===== config.mk =====
export PLATFORM = sky130hd
export DESIGN_NAME = threewire_arb
export DESIGN_NICKNAME = d
export VERILOG_FILES = /design/src/rtl/threewire_arb.sv
export SDC_FILE = /design/constraint.sdc
export NUM_CORES = 1
export LEC_CHECK = 0
export CORE_ASPECT_RATIO = 1.4
export CORE_UTILIZATION = 43
export DETAILED_ROUTE_END_ITERATION = 8
export PLACE_DENSITY = 0.86
export REMOVE_ABC_BUFFERS = 1
export SKIP_LAST_GASP = 1
export SLEW_MARGIN = 20
export SYNTH_ARGS = -nofsm -noshare
export SYNTH_HDL_FRONTEND = slang
export SYNTH_SLANG_ARGS = --single-unit

===== constraint.sdc =====
create_clock -name in_clk -period 3.5 [get_ports in_clk]
set_clock_uncertainty 0.05 [all_clocks]
set_input_delay 0.35 -clock in_clk [delete_from_list [all_inputs] [get_ports in_clk]]
set_output_delay 0.35 -clock in_clk [all_outputs]
set_load 0.02 [all_outputs]

===== src/rtl/threewire_arb.sv =====
// threewire_arb: two-requester round-robin front end for a 3-wire master.
// Ports:
//   in_clk, in_rst_n                  clock, async active-low reset
//   in_req_x, in_r_w_x, in_addr_x,
//   in_wr_data_x (x = a, b)           level request with command fields
//   out_ack_x, out_done_x             one-cycle accept / finish pulses
//   out_rd_data, out_err              read data, timeout abort flag
//   out_tw_start/_r_w/_addr/_wr_data  command to the 3-wire master
//   in_tw_busy, in_tw_rd_data         status/data from the 3-wire master
// Build option: define THREEWIRE_ARB_TIMEOUT_EN to enable the
// TIMEOUT_CYCLES watchdog on the START and BUSY wait states.
module threewire_arb #(
   parameter int unsigned TIMEOUT_CYCLES = 1024
) (
   input  logic        in_clk,
   input  logic        in_rst_n,
   input  logic        in_req_a,
   input  logic        in_req_b,
   input  logic        in_r_w_a,
   input  logic        in_r_w_b,
   input  logic [8:0]  in_addr_a,
   input  logic [8:0]  in_addr_b,
   input  logic [15:0] in_wr_data_a,
   input  logic [15:0] in_wr_data_b,
   output logic        out_ack_a,
   output logic        out_ack_b,
   output logic        out_done_a,
   output logic        out_done_b,
   output logic [15:0] out_rd_data,
   output logic        out_err,
   output logic        out_tw_start,
   output logic        out_tw_r_w,
   output logic [8:0]  out_tw_addr,
   output logic [15:0] out_tw_wr_data,
   input  logic        in_tw_busy,
   input  logic [15:0] in_tw_rd_data
);

   typedef enum logic [1:0] {
      S_IDLE,
      S_START,
      S_BUSY,
      S_DONE
   } state_e;

   state_e      state_q, state_d;
   logic        gnt_b_q, gnt_b_d;
   logic        last_b_q, last_b_d;
   logic        start_q, start_d;
   logic        r_w_q, r_w_d;
   logic [8:0]  addr_q, addr_d;
   logic [15:0] wdata_q, wdata_d;
   logic [15:0] rd_q, rd_d;
   logic        ack_a_q, ack_a_d;
   logic        ack_b_q, ack_b_d;
   logic        done_a_q, done_a_d;
   logic        done_b_q, done_b_d;
   logic        err_q, err_d;
   logic        pick_b;
   logic        to_hit;

   // B wins only if A is absent, or if A was the last one granted.
   assign pick_b = in_req_b & (~in_req_a | ~last_b_q);

`ifdef THREEWIRE_ARB_TIMEOUT_EN
   localparam int unsigned CW = $clog2(TIMEOUT_CYCLES + 1);

   logic [CW-1:0] cnt_q, cnt_d;
   logic          waiting;

   assign waiting = (state_q == S_START) || (state_q == S_BUSY);

   // Restart on every state change, so START and BUSY each get
   // their own full budget.
   always_comb begin
      cnt_d = cnt_q;
      if (state_d != state_q) begin
         cnt_d = '0;
      end else if (waiting) begin
         cnt_d = cnt_q + 1'b1;
      end
   end

   assign to_hit = waiting &&
                   (cnt_q == CW'(TIMEOUT_CYCLES - 1));

   always_ff @(posedge in_clk or negedge in_rst_n) begin
      if (!in_rst_n) begin
         cnt_q <= '0;
      end else begin
         cnt_q <= cnt_d;
      end
   end
`else
   assign to_hit = 1'b0;
`endif

   always_comb begin
      state_d  = state_q;
      gnt_b_d  = gnt_b_q;
      last_b_d = last_b_q;
      start_d  = start_q;
      r_w_d    = r_w_q;
      addr_d   = addr_q;
      wdata_d  = wdata_q;
      rd_d     = rd_q;
      ack_a_d  = 1'b0;
      ack_b_d  = 1'b0;
      done_a_d = 1'b0;
      done_b_d = 1'b0;
      err_d    = 1'b0;
      unique case (state_q)
         S_IDLE: begin
            if (in_req_a || in_req_b) begin
               state_d  = S_START;
               gnt_b_d  = pick_b;
               last_b_d = pick_b;
               start_d  = 1'b1;
               ack_a_d  = ~pick_b;
               ack_b_d  = pick_b;
               if (pick_b) begin
                  r_w_d   = in_r_w_b;
                  addr_d  = in_addr_b;
                  wdata_d = in_wr_data_b;
               end else begin
                  r_w_d   = in_r_w_a;
                  addr_d  = in_addr_a;
                  wdata_d = in_wr_data_a;
               end
            end
         end
         S_START: begin
            if (in_tw_busy) begin
               start_d = 1'b0;
               state_d = S_BUSY;
            end else if (to_hit) begin
               start_d  = 1'b0;
               state_d  = S_DONE;
               done_a_d = ~gnt_b_q;
               done_b_d = gnt_b_q;
               err_d    = 1'b1;
            end
         end
         S_BUSY: begin
            if (!in_tw_busy) begin
               state_d  = S_DONE;
               done_a_d = ~gnt_b_q;
               done_b_d = gnt_b_q;
               if (r_w_q) begin
                  rd_d = in_tw_rd_data;
               end
            end else if (to_hit) begin
               state_d  = S_DONE;
               done_a_d = ~gnt_b_q;
               done_b_d = gnt_b_q;
               err_d    = 1'b1;
            end
         end
         S_DONE: begin
            // The done pulse is registered and shows in this state;
            // no grant is taken here.
            state_d = S_IDLE;
         end
         default: begin
            state_d = S_IDLE;
         end
      endcase
   end

   always_ff @(posedge in_clk or negedge in_rst_n) begin
      if (!in_rst_n) begin
         state_q  <= S_IDLE;
         gnt_b_q  <= 1'b0;
         last_b_q <= 1'b1;
         start_q  <= 1'b0;
         r_w_q    <= 1'b0;
         addr_q   <= '0;
         wdata_q  <= '0;
         rd_q     <= '0;
         ack_a_q  <= 1'b0;
         ack_b_q  <= 1'b0;
         done_a_q <= 1'b0;
         done_b_q <= 1'b0;
         err_q    <= 1'b0;
      end else begin
         state_q  <= state_d;
         gnt_b_q  <= gnt_b_d;
         last_b_q <= last_b_d;
         start_q  <= start_d;
         r_w_q    <= r_w_d;
         addr_q   <= addr_d;
         wdata_q  <= wdata_d;
         rd_q     <= rd_d;
         ack_a_q  <= ack_a_d;
         ack_b_q  <= ack_b_d;
         done_a_q <= done_a_d;
         done_b_q <= done_b_d;
         err_q    <= err_d;
      end
   end

   assign out_ack_a      = ack_a_q;
   assign out_ack_b      = ack_b_q;
   assign out_done_a     = done_a_q;
   assign out_done_b     = done_b_q;
   assign out_rd_data    = rd_q;
   assign out_err        = err_q;
   assign out_tw_start   = start_q;
   assign out_tw_r_w     = r_w_q;
   assign out_tw_addr    = addr_q;
   assign out_tw_wr_data = wdata_q;

endmodule


# Yosys cells after proc, flatten, opt, wreduce, memory -nomap -nowiden
# Index checks and enable logic that the tools add are counted.
# classes
addsub	0
multipliers	0
div	0
magnitude_cmp	0
eq_ne	6
n_shift	0
muxes	18
bitwise_logic	7
n_reduce_logical	7
# ops
operator	n
16-bit two-way mux	1
1-bit two-way mux	11
9-bit two-way mux	1
3-bit AND reduction	3
2-bit case mux with 4 select lines	1
2-bit two-way mux	3
2-bit inequality test (second input constant)	3
1-bit inverter	5
2-bit == test (second input constant)	2
2-bit by 1-bit == test with 1-bit output (second input constant)	1
2-bit zero test	1
1-bit case mux with 2 select lines	1
2-bit AND reduction	1
2-bit nonzero test	1
1-bit AND	1
1-bit logical OR	1
1-bit OR	1
# word_totals
ff_bits	51
latch_bits	0
ram_bits	0
mem_bits_ro	0
inputBits	73
output_inout_bits	48
word_cells	50
mem_count	0

# Longest topological paths before layout
# Gate-level depths: netlist of the first run.
# depth
word_depth	6
mapped_depth	7
mapped_depth_nobuf	5

# Worst setup path after synthesis of the first run
# OpenSTA, ideal clock, no wires.
# synth_timing
kind	reg-to-reg
start	register state_q[0]
end	register state_q[1]
setup_time_ns	0.128
arrival_time_ns	1.347
t_required_ns	3.322
setup_slack_ns	1.975
path_stages_with_launch	6
n_path_buf	1
period_less_slack_ns	1.525
cell_sequence	dfrtp_1 > inv_1 > ha_1 > buf_2 > a221oi_2 > mux2_1
# synth_via
elab_chain_len	3
word_cells_on_any_way	9
# synth_rtl
element	line_no	rtl
from (decl)	46	state_e state_q, state_d;
from (signal assigned)	186	state_q <= state_d;
2-bit == test, or another cell as far along	112	unique case (state_q)
2-bit inequality test (no line)	n/a	
3-bit AND reduction (no line)	n/a	
# Parallel ways exist; a longest one is shown, timed or not.
# A chain may end at the register's enable or synchronous reset.

# Final worst setup path of the first run
# layout_timing
start	input in_req_b
end	register wdata_q[1] (netlist: out_tw_wr_data[1])
# layout_via
elab_chain_len	2
word_cells_on_any_way	4
# layout_rtl
element	line_no	rtl
from (decl)	18	input logic in_req_b,
1-bit AND or 1-bit logical OR (tied branches)	63, 114	
16-bit two-way mux or 2-bit AND reduction (tied branches)	n/a	
to (signal assigned)	192	wdata_q <= wdata_d;
to (decl)	52	logic [15:0] wdata_q, wdata_d;
# Parallel ways exist; a longest one is shown, timed or not.

==> impl_metrics.env, run 1 <==
export IMPL_status="complete, no violations"
export IMPL_grt_first_pass_wirelength_um=9220
export IMPL_end_kind="register"
export IMPL_grt_max_degree=50
export IMPL_numCtsBuffers=5
export IMPL_hold_ws_ns=0.00727
export IMPL_routedWlPerCell_um=15.4
export IMPL_drive_gt1_share_pct=12.8
export IMPL_die_w_um=64.5
export IMPL_vias=2000
export IMPL_final_cell_mix="118 x clkdlybuf4s50_1, 50 x dfrtp_1, 41 x a21oi_1, 30 x nand2_1, 26 x nor2_1"
export IMPL_drt_vias_per_instance=5.06
export IMPL_worst_r2r_cell_count=5
export IMPL_timing_rr_start="state_q[0]"
export IMPL_totalWireLength_um=6080
export IMPL_p_clk_share_pct=10.6
export IMPL_cts_clk_slew_worst_paths_ns=0.09
export IMPL_fin_crit_sh_pct=52.5
export IMPL_initial_core_util_pct=44.9
export IMPL_worst_pin_slew_ns=0.723
export IMPL_ioPinCount=121
export IMPL_fillers=384
export IMPL_n_antenna_cell=0
export IMPL_crit_cells=4
export IMPL_power_frac_comb_pct=55.3
export IMPL_drc=0
export IMPL_crit_slowest_cell="clkdlybuf4s50_1"
export IMPL_yosys_register_bits=51
export IMPL_finalHoldViolCount=0
export IMPL_rrSetupSlack_ns=1.69
export IMPL_startpoint_type="input pin"
export IMPL_root_buffer="clkbuf_8"
export IMPL_io_buffers=119
export IMPL_synth_top_cell_area_share_pct=53.2
export IMPL_cts_max_level=2
export IMPL_worstPathRequired_ns=3.67
export IMPL_rows=31
export IMPL_yosysWarnings=0
export IMPL_insertion_delay_ns=0.29
export IMPL_synth_seq_area_share_pct=54.3
export IMPL_netSwitchingPower_uw=1200
export IMPL_synth_top_family_by_area="compound AO/OA/AOI/OAI gates"
export IMPL_p_leak_uw=0.00157
export IMPL_syn_avg_cell_area_sq_um=11.0
export IMPL_core_sq_um=5240
export IMPL_track_usage_pct=21.2
export IMPL_max_clock_freq_mhz=544
export IMPL_multiInputGateArea_sq_um=965
export IMPL_powerDensity_nw_per_um2=850
export IMPL_die_y_um=89.5
export IMPL_hold_class="in -> async"
export IMPL_postSynthCellCount=214
export IMPL_cpMostUsedCell="a21oi_1"
export IMPL_slew_headroom_pct=51.6
export IMPL_routabilityCongestion=0.812
export IMPL_cts_tree="done"
export IMPL_layout_commonest_cell="clkdlybuf4s50_1"
export IMPL_cpPeakStageDelay_ns=0.65
export IMPL_critPathKind="in -> reg"
export IMPL_grt_pass1_vias=1915
export IMPL_finalSetupTns_ns=0
export IMPL_cts_sinks=51
export IMPL_synth_cell_types=30
export IMPL_critical_path_arrival_ns=2.00
export IMPL_drv_slew=0
export IMPL_synthSimpleGateAreaFrac_pct=11.3
export IMPL_synthMuxAreaShare_pct=9.73
export IMPL_hpwl_um=4420
export IMPL_critPathMaxFanout=24
export IMPL_antenna_found_initial=0
export IMPL_swShare_pct=39.1
export IMPL_ir_worst_vdd_mv=0.486
export IMPL_cts_buffer_depth=2
export IMPL_max_cap_violations=0
export IMPL_internal_power_uw=1870
export IMPL_yosys_area_top_type="dfrtp_1"
export IMPL_area_growth_pct=53.7
export IMPL_critPathBufInv=1
export IMPL_hold_buffers=0
export IMPL_drtAntennaViolNets=0
export IMPL_setup_violations=0
export IMPL_dieArea_sq_um=5780
export IMPL_min_period_ns=1.84
export IMPL_synth_xor_area_share_pct=0
export IMPL_cts_setup_buffers=0
export IMPL_nNetsFinal=405
export IMPL_firstDrtPassIters=4
export IMPL_synth_area_leaders="dfrtp_1 53%, a21oi_1 8.7%, mux2_4 6.4%"
export IMPL_regArea_sq_um=1280
export IMPL_power_frac_seq_pct=34.1
export IMPL_synth_compound_area_share_pct=17.7
export IMPL_synth_fa_ha_area_share_pct=2.13
export IMPL_crit_family="compound AO/OA/AOI/OAI gates"
export IMPL_overflow=0
export IMPL_path_cells="clkdlybuf4s50_1 -> a21boi_4 -> a21oi_1 -> a21oi_1"
export IMPL_timing_rr_end="out_tw_addr[7]"
export IMPL_post_cts_resized=0
export IMPL_rsz0062_at_grt="no"
export IMPL_drtIter0Drc=133
export IMPL_netlist_area_sq_um=2350
==> kinds of logic after synthesis <==
kind of cell | count (synthesis)
AO/OA/AOI/OAI | 63
adder cells (fa/ha/maj) | 4
buffers and inverters | 16
flip-flops | 51
multiplexers | 17
other | 1
AND/OR/NAND/NOR | 62
==> layer usage <==
metal	vias up	part of all wire [%]	global-route usage, %
met4	0	2.8	9.09
met2	69	56	38.1
li1	952	-	-
met1	966	37	24.6
met3	13	4.4	4.21
met5	-	0	0
==> cell usage after synthesis (all sizes together) <==
cell type and instances:
a21bo 1, a21boi 1, a21o 1, a21oi 51, a221o 2, a221oi 1
a2bb2oi 1, and2 2, and3b 1, buf 13, conb 1, dfrtp 50
dfstp 1, ha 4, inv 3, mux2 17, nand2 30, nand3b 1
nor2 26, nor2b 1, nor3b 1, o21a 1, o21ai 3, o311ai 1
==> flip-flops by register name, summed over array words and instances (netlist names) <==
name            flops
out_tw_start        1
last_b_q            1
state_q             2
out_tw_r_w          1
out_done_a          1
out_ack_a           1
out_ack_b           1
out_rd_data        16
out_tw_addr         9
gnt_b_q             1
out_tw_wr_data     16
out_done_b          1
==> worst max path at each step <==
stage	start	end	slack, ns
3_3_place_gp	in_req_b	out_tw_wr_data[11]	1.41
5_1_grt	in_req_b	out_tw_wr_data[15]	1.55
2_1_floorplan	state_q[0]	out_tw_addr[6]	1.93
6_report	in_req_b	out_tw_wr_data[1]	1.66
3_5_place_dp	in_req_b	out_tw_wr_data[13]	1.38
4_1_cts	in_req_b	out_tw_wr_data[1]	1.68
==> power by group through the flow <==
stage,Combinational [uW],Clock [uW],Sequential (uW)
6_report,1700,326,1050
3_3_place_gp,1670,0,1040
5_1_grt,1820,366,1080
4_1_cts,1710,339,1050
2_1_floorplan,621,0,1360
3_5_place_dp,1710,0,1060
==> through the flow <==
stage / std cells / cell area, sq um / util [%] / power (uW) / setup WS, ns
2_1_floorplan: 201 / 2250 / - / 1980 / 1.93
3_3_place_gp: 387 / 3530 / 67.4 / 2710 / 1.41
3_5_place_dp: 387 / 3530 / 67.4 / 2770 / 1.38
4_1_cts: 395 / 3610 / 69.0 / 3100 / 1.68
5_1_grt: 395 / 3620 / 69.1 / 3270 / 1.55
6_report: 395 / 3620 / 69.1 / 3070 / 1.66
==> cell type report <==
type	instances	share of cell area, %
Clock inverter	2	0.346
Multi-Input combinational cell	147	26.7
Tap cell	66	2.28
Timing Repair Buffer	120	33.1
Sequential cell	51	35.3
Inverter	3	0.311
Clock buffer	6	2.01
Note: power is estimated with default switching activity, not from simulation.
==> inputs of run 2 (changes only) <==
Settings changed: CORE_UTILIZATION 43 to 40, PLACE_DENSITY 0.86 to 0.81.
Clock period 3.5 ns to 1.7 ns, I/O delays scaled along.
==> impl_metrics.env, run 2 (synthesis gave the netlist of run 1 again) <==
export IMPL_status="complete, no violations"
export IMPL_finalHoldViolCount=0
export IMPL_initial_core_util_pct=42.0
export IMPL_cts_max_level=2
export IMPL_drv_slew=0
export IMPL_worst_pin_slew_ns=0.524
export IMPL_area_growth_pct=59.3
export IMPL_timing_rr_start="state_q[0]"
export IMPL_nNetsFinal=415
export IMPL_crit_slowest_cell="dfrtp_1"
export IMPL_max_cap_violations=0
export IMPL_die_w_um=66.8
export IMPL_rrSetupSlack_ns=0.10
export IMPL_path_cells="inv_1 -> ha_1 -> a221oi_2 -> mux2_1"
export IMPL_cts_tree="done"
export IMPL_grt_met1_usage_pct=24.5
export IMPL_routabilityCongestion=0.772
export IMPL_die_y_um=92.8
export IMPL_crit_family="flip-flops"
export IMPL_root_buffer="clkbuf_8"
export IMPL_hold_ws_ns=0.340
export IMPL_p_leak_uw=0.00164
export IMPL_place_inst=397
export IMPL_drt_vias_per_instance=4.92
export IMPL_slew_headroom_pct=65.0
export IMPL_cts_clk_slew_worst_paths_ns=0.08
export IMPL_worstPathRequired_ns=1.83
export IMPL_hold_class="in -> async"
export IMPL_core_sq_um=5610
export IMPL_final_cell_mix="118 x clkdlybuf4s50_1, 50 x dfrtp_1, 41 x a21oi_1, 30 x nand2_1, 26 x nor2_1"
export IMPL_firstDrtPassIters=4
export IMPL_dieArea_sq_um=6200
export IMPL_crit_cells=4
export IMPL_antenna_found_initial=0
export IMPL_ir_worst_vdd_mv=0.788
export IMPL_track_usage_pct=20.6
export IMPL_totalWireLength_um=6160
export IMPL_cpPeakStageDelay_ns=0.38
export IMPL_ioPinCount=121
export IMPL_dp_slack_ns=-0.0700
export IMPL_drtIter0Drc=75
export IMPL_fin_area_sq_um=3750
export IMPL_crit_end="state_q[1]"
export IMPL_setup_violations=0
export IMPL_max_clock_freq_mhz=626
export IMPL_vias=2004
export IMPL_stdcell_count=407
export IMPL_critPathBufInv=1
export IMPL_min_period_ns=1.60
export IMPL_numCtsBuffers=5
export IMPL_fin_util_pct=66.9
export IMPL_critPathKind="reg -> reg"
export IMPL_crit_path_start="state_q[0]"
export IMPL_startpoint_type="register"
export IMPL_grt_max_degree=25
export IMPL_hpwl_um=4640
export IMPL_rsz0062_at_grt="no"
export IMPL_drtAntennaViolNets=0
export IMPL_drc=0
export IMPL_setup_slack_ns=0.103
export IMPL_grt_use_met3_pct=2.22
export IMPL_cts_buffer_depth=2
export IMPL_drive_gt1_share_pct=15.0
export IMPL_met2_usage_pct=37.5
export IMPL_rows=32
export IMPL_timing_rr_end="state_q[1]"
export IMPL_n_antenna_cell=0
export IMPL_io_buffers=119
export IMPL_layout_commonest_cell="clkdlybuf4s50_1"
export IMPL_worst_r2r_cell_count=4
export IMPL_powerDensity_nw_per_um2=1720
export IMPL_dpl_instance_area_sq_um=3630
export IMPL_top_usage_layer="met2"
export IMPL_grt_first_pass_wirelength_um=9740
export IMPL_critical_path_arrival_ns=1.72
export IMPL_end_kind="register"
export IMPL_grt_pass1_vias=1983
export IMPL_cts_sinks=51
export IMPL_fin_crit_sh_pct=93.9
export IMPL_overflow=0
export IMPL_insertion_delay_ns=0.28
export IMPL_routedWlPerCell_um=15.1
export IMPL_critPathMaxFanout=5
-- run 2: cell count changes in the layout (fill, tap and decap cells not counted) --
cell           before  now
o21a_2              1    0
o21a_4              0    1
ha_1                4    3
clkinvlp_4          1    0
ha_2                0    1
buf_4               2    6
buf_12              0    4
dlygate4sd3_1       0    1
buf_2               0    1
clkbuf_1            1    2
-- run 2: area by class of cell --
cell class / count / area, sq um
clock inverter: 1 / 5.00
multi-input combinational: 147 / 973
inverter: 3 / 11.3
fill: 438 / 1860
timing repair buffer: 130 / 1320
sequential: 51 / 1280
tap: 68 / 85.1
clock buffer: 7 / 76.3
-- run 2: metal layers --
| layer | routed length, um | part of all wire [%] |
|---|---|---|
| met5 | 0 | 0 |
| met3 | 241 | 3.9 |
| met4 | 76 | 1.2 |
| met1 | 2360 | 38 |
| met2 | 3480 | 56 |
-- run 2: stage by stage --
step                TNS (ns)  power, uW
finish                     0       6450
global route               0       6860
CTS                        0       6470
detailed placement    -0.964       5790
global placement           0       5680
floorplan                  0       4090
-- run 2: worst min-delay path by stage --
| stage | end |
|---|---|
| 6_report | out_rd_data[7] |
| 4_1_cts | out_tw_wr_data[8] |
| 5_1_grt | out_tw_addr[3] |
| 3_3_place_gp | out_rd_data[7] |
| 2_1_floorplan | gnt_b_q |
| 3_5_place_dp | out_rd_data[7] |
-- run 2: report_power, final --
part	switching, uW	internal [uW]
Sequential	339	1810
Clock	372	290
Combinational	1770	1860
-- run 2: timing repair --
action | CTS | global route
pin swaps | 0 | 1
setup endpoints to repair | 24 | 41
hold buffers | 1 | 0
hold endpoints to repair | 21 | 0
gates resized for setup | 1 | 1
setup buffers | 0 | 1
==> inputs of run 3 (changes only) <==
Settings changed: CORE_UTILIZATION 40 to 30, CTS_CLUSTER_DIAMETER set to 60, PLACE_DENSITY 0.81 to unset.
==> impl_metrics.env, run 3 (synthesis gave the netlist of run 1 again) <==
export IMPL_overflow=0
export IMPL_grt_first_pass_wirelength_um=10100
export IMPL_track_usage_pct=15.8
export IMPL_ioPinCount=121
export IMPL_crit_cells=1
export IMPL_finalSetupTns_ns=0
export IMPL_totalWireLength_um=6380
export IMPL_power_frac_comb_pct=56.0
export IMPL_internal_power_uw=4100
export IMPL_n_antenna_cell=0
export IMPL_cts_buffer_depth=2
export IMPL_drtAntennaViolNets=0
export IMPL_initial_core_util_pct=31.6
export IMPL_timing_rr_end="state_q[1]"
export IMPL_fin_crit_sh_pct=93.2
export IMPL_die_w_um=76.9
export IMPL_cpPeakStageDelay_ns=0.65
export IMPL_crit_family="buffers and inverters"
export IMPL_end_kind="primary output"
export IMPL_max_clock_freq_mhz=631
export IMPL_regArea_sq_um=1280
export IMPL_critPathKind="reg -> out"
export IMPL_hpwl_um=4770
export IMPL_cts_tree="done"
export IMPL_rows=37
export IMPL_stdcell_count=439
export IMPL_setup_violations=0
export IMPL_rsz0062_at_grt="yes"
export IMPL_fin_util_pct=51.5
export IMPL_die_y_um=107
export IMPL_drt_vias_per_instance=4.55
export IMPL_swShare_pct=37.7
export IMPL_worstPathRequired_ns=1.48
export IMPL_status="complete, no violations"
export IMPL_place_inst=429
export IMPL_io_buffers=119
export IMPL_routabilityCongestion=0.772
export IMPL_drive_gt1_share_pct=15.8
export IMPL_numCtsBuffers=5
export IMPL_top_layer_used="met4"
export IMPL_fillers=701
export IMPL_worst_r2r_cell_count=4
export IMPL_timing_rr_start="state_q[0]"
export IMPL_critPathBufInv=1
export IMPL_max_cap_violations=0
export IMPL_layout_commonest_cell="clkdlybuf4s50_1"
export IMPL_finalHoldViolCount=0
export IMPL_min_period_ns=1.58
export IMPL_dp_slack_ns=-0.0491
export IMPL_insertion_delay_ns=0.29
export IMPL_dieArea_sq_um=8210
export IMPL_firstDrtPassIters=4
export IMPL_cts_max_level=2
export IMPL_final_cell_mix="118 x clkdlybuf4s50_1, 50 x dfrtp_1, 41 x a21oi_1, 30 x nand2_1, 26 x nor2_1"
export IMPL_nNetsFinal=418
export IMPL_cts_sinks=51
export IMPL_startpoint_type="register"
export IMPL_wl_met2_um=3660
export IMPL_wl_met3_um=231
export IMPL_drv_slew=0
export IMPL_netSwitchingPower_uw=2480
export IMPL_area_growth_pct=63.1
export IMPL_path_cells="clkdlybuf4s50_1"
export IMPL_root_buffer="clkbuf_8"
export IMPL_hold_class="in -> async"
export IMPL_hold_ws_ns=0.281
export IMPL_ir_worst_vdd_mv=0.761
export IMPL_multiInputGateArea_sq_um=971
export IMPL_routedWlPerCell_um=14.5
export IMPL_rrSetupSlack_ns=0.12
export IMPL_drc=0
export IMPL_grt_pass1_vias=2020
export IMPL_power_frac_seq_pct=32.6
export IMPL_wl_met1_um=2420
export IMPL_p_leak_uw=0.00167
export IMPL_p_clk_share_pct=11.4
export IMPL_setup_slack_ns=0.116
export IMPL_vias=1996
export IMPL_cts_clk_slew_worst_paths_ns=0.09
export IMPL_critical_path_arrival_ns=1.36
export IMPL_core_sq_um=7450
export IMPL_antenna_found_initial=0
export IMPL_powerDensity_nw_per_um2=1710
export IMPL_crit_slowest_cell="clkdlybuf4s50_1"
export IMPL_grt_max_degree=25
export IMPL_critPathMaxFanout=3
export IMPL_drtIter0Drc=74
-- run 3: layout make-up --
| class | instances | area share [%] |
|---|---|---|
| repair buffers | 133 | 35.3 |
| inverters | 3 | 0.293 |
| clock buffers | 8 | 2.61 |
| flip-flops and latches | 51 | 33.3 |
| multi-input cells | 147 | 25.3 |
| well taps | 97 | 3.16 |
-- run 3: routing by layer --
| layer | GRT usage, % | up-vias |
|---|---|---|
| met5 | 0 | - |
| met4 | 4.95 | 0 |
| met3 | 2.47 | 5 |
| met2 | 29.7 | 49 |
| met1 | 18.0 | 968 |
| li1 | - | 974 |
-- run 3: how the worst max path moves through the flow --
| stage | start | to | slack (ns) |
|---|---|---|---|
| 3_5_place_dp | in_req_a | out_tw_wr_data[0] | -0.05 |
| 3_3_place_gp | in_req_a | out_tw_addr[0] | -0.02 |
| 5_1_grt | state_q[0] | gnt_b_q | -0.02 |
| 2_1_floorplan | state_q[0] | out_tw_addr[6] | 0.13 |
| 6_report | out_tw_r_w | out_tw_r_w | 0.12 |
| 4_1_cts | state_q[0] | out_rd_data[4] | 0.04 |
-- run 3: power groups by stage --
stage          registers (uW)  logic [uW]  clock network [uW]
4_1_cts                  2150        3710                 785
5_1_grt                  2230        3970                 823
2_1_floorplan            2810        1280                   0
6_report                 2140        3680                 751
3_5_place_dp             2170        3700                   0
3_3_place_gp             2150        3670                   0
-- run 3: through the flow --
step                cell area, sq um  total power (uW)
detailed placement              3700              5870
finish                          3840              6580
global route                    3840              7020
floorplan                       2250              4090
CTS                             3810              6650
global placement                3700              5820
-- run 3: timing repair --
action	CTS	global route
setup endpoints to repair	0	39
setup buffers	0	1
hold buffers	1	0
hold endpoints to repair	15	0
gates resized for setup	0	1
-- run 3: worst register-to-register path, delay by kind of cell, from the launching register on --
kind                     cells  cell delay [ns]
adder cells (fa/ha/maj)      1             0.28
AO/OA/AOI/OAI                1             0.34
flip-flops                   1             0.37
buffers and inverters        1             0.08
multiplexers                 1             0.35
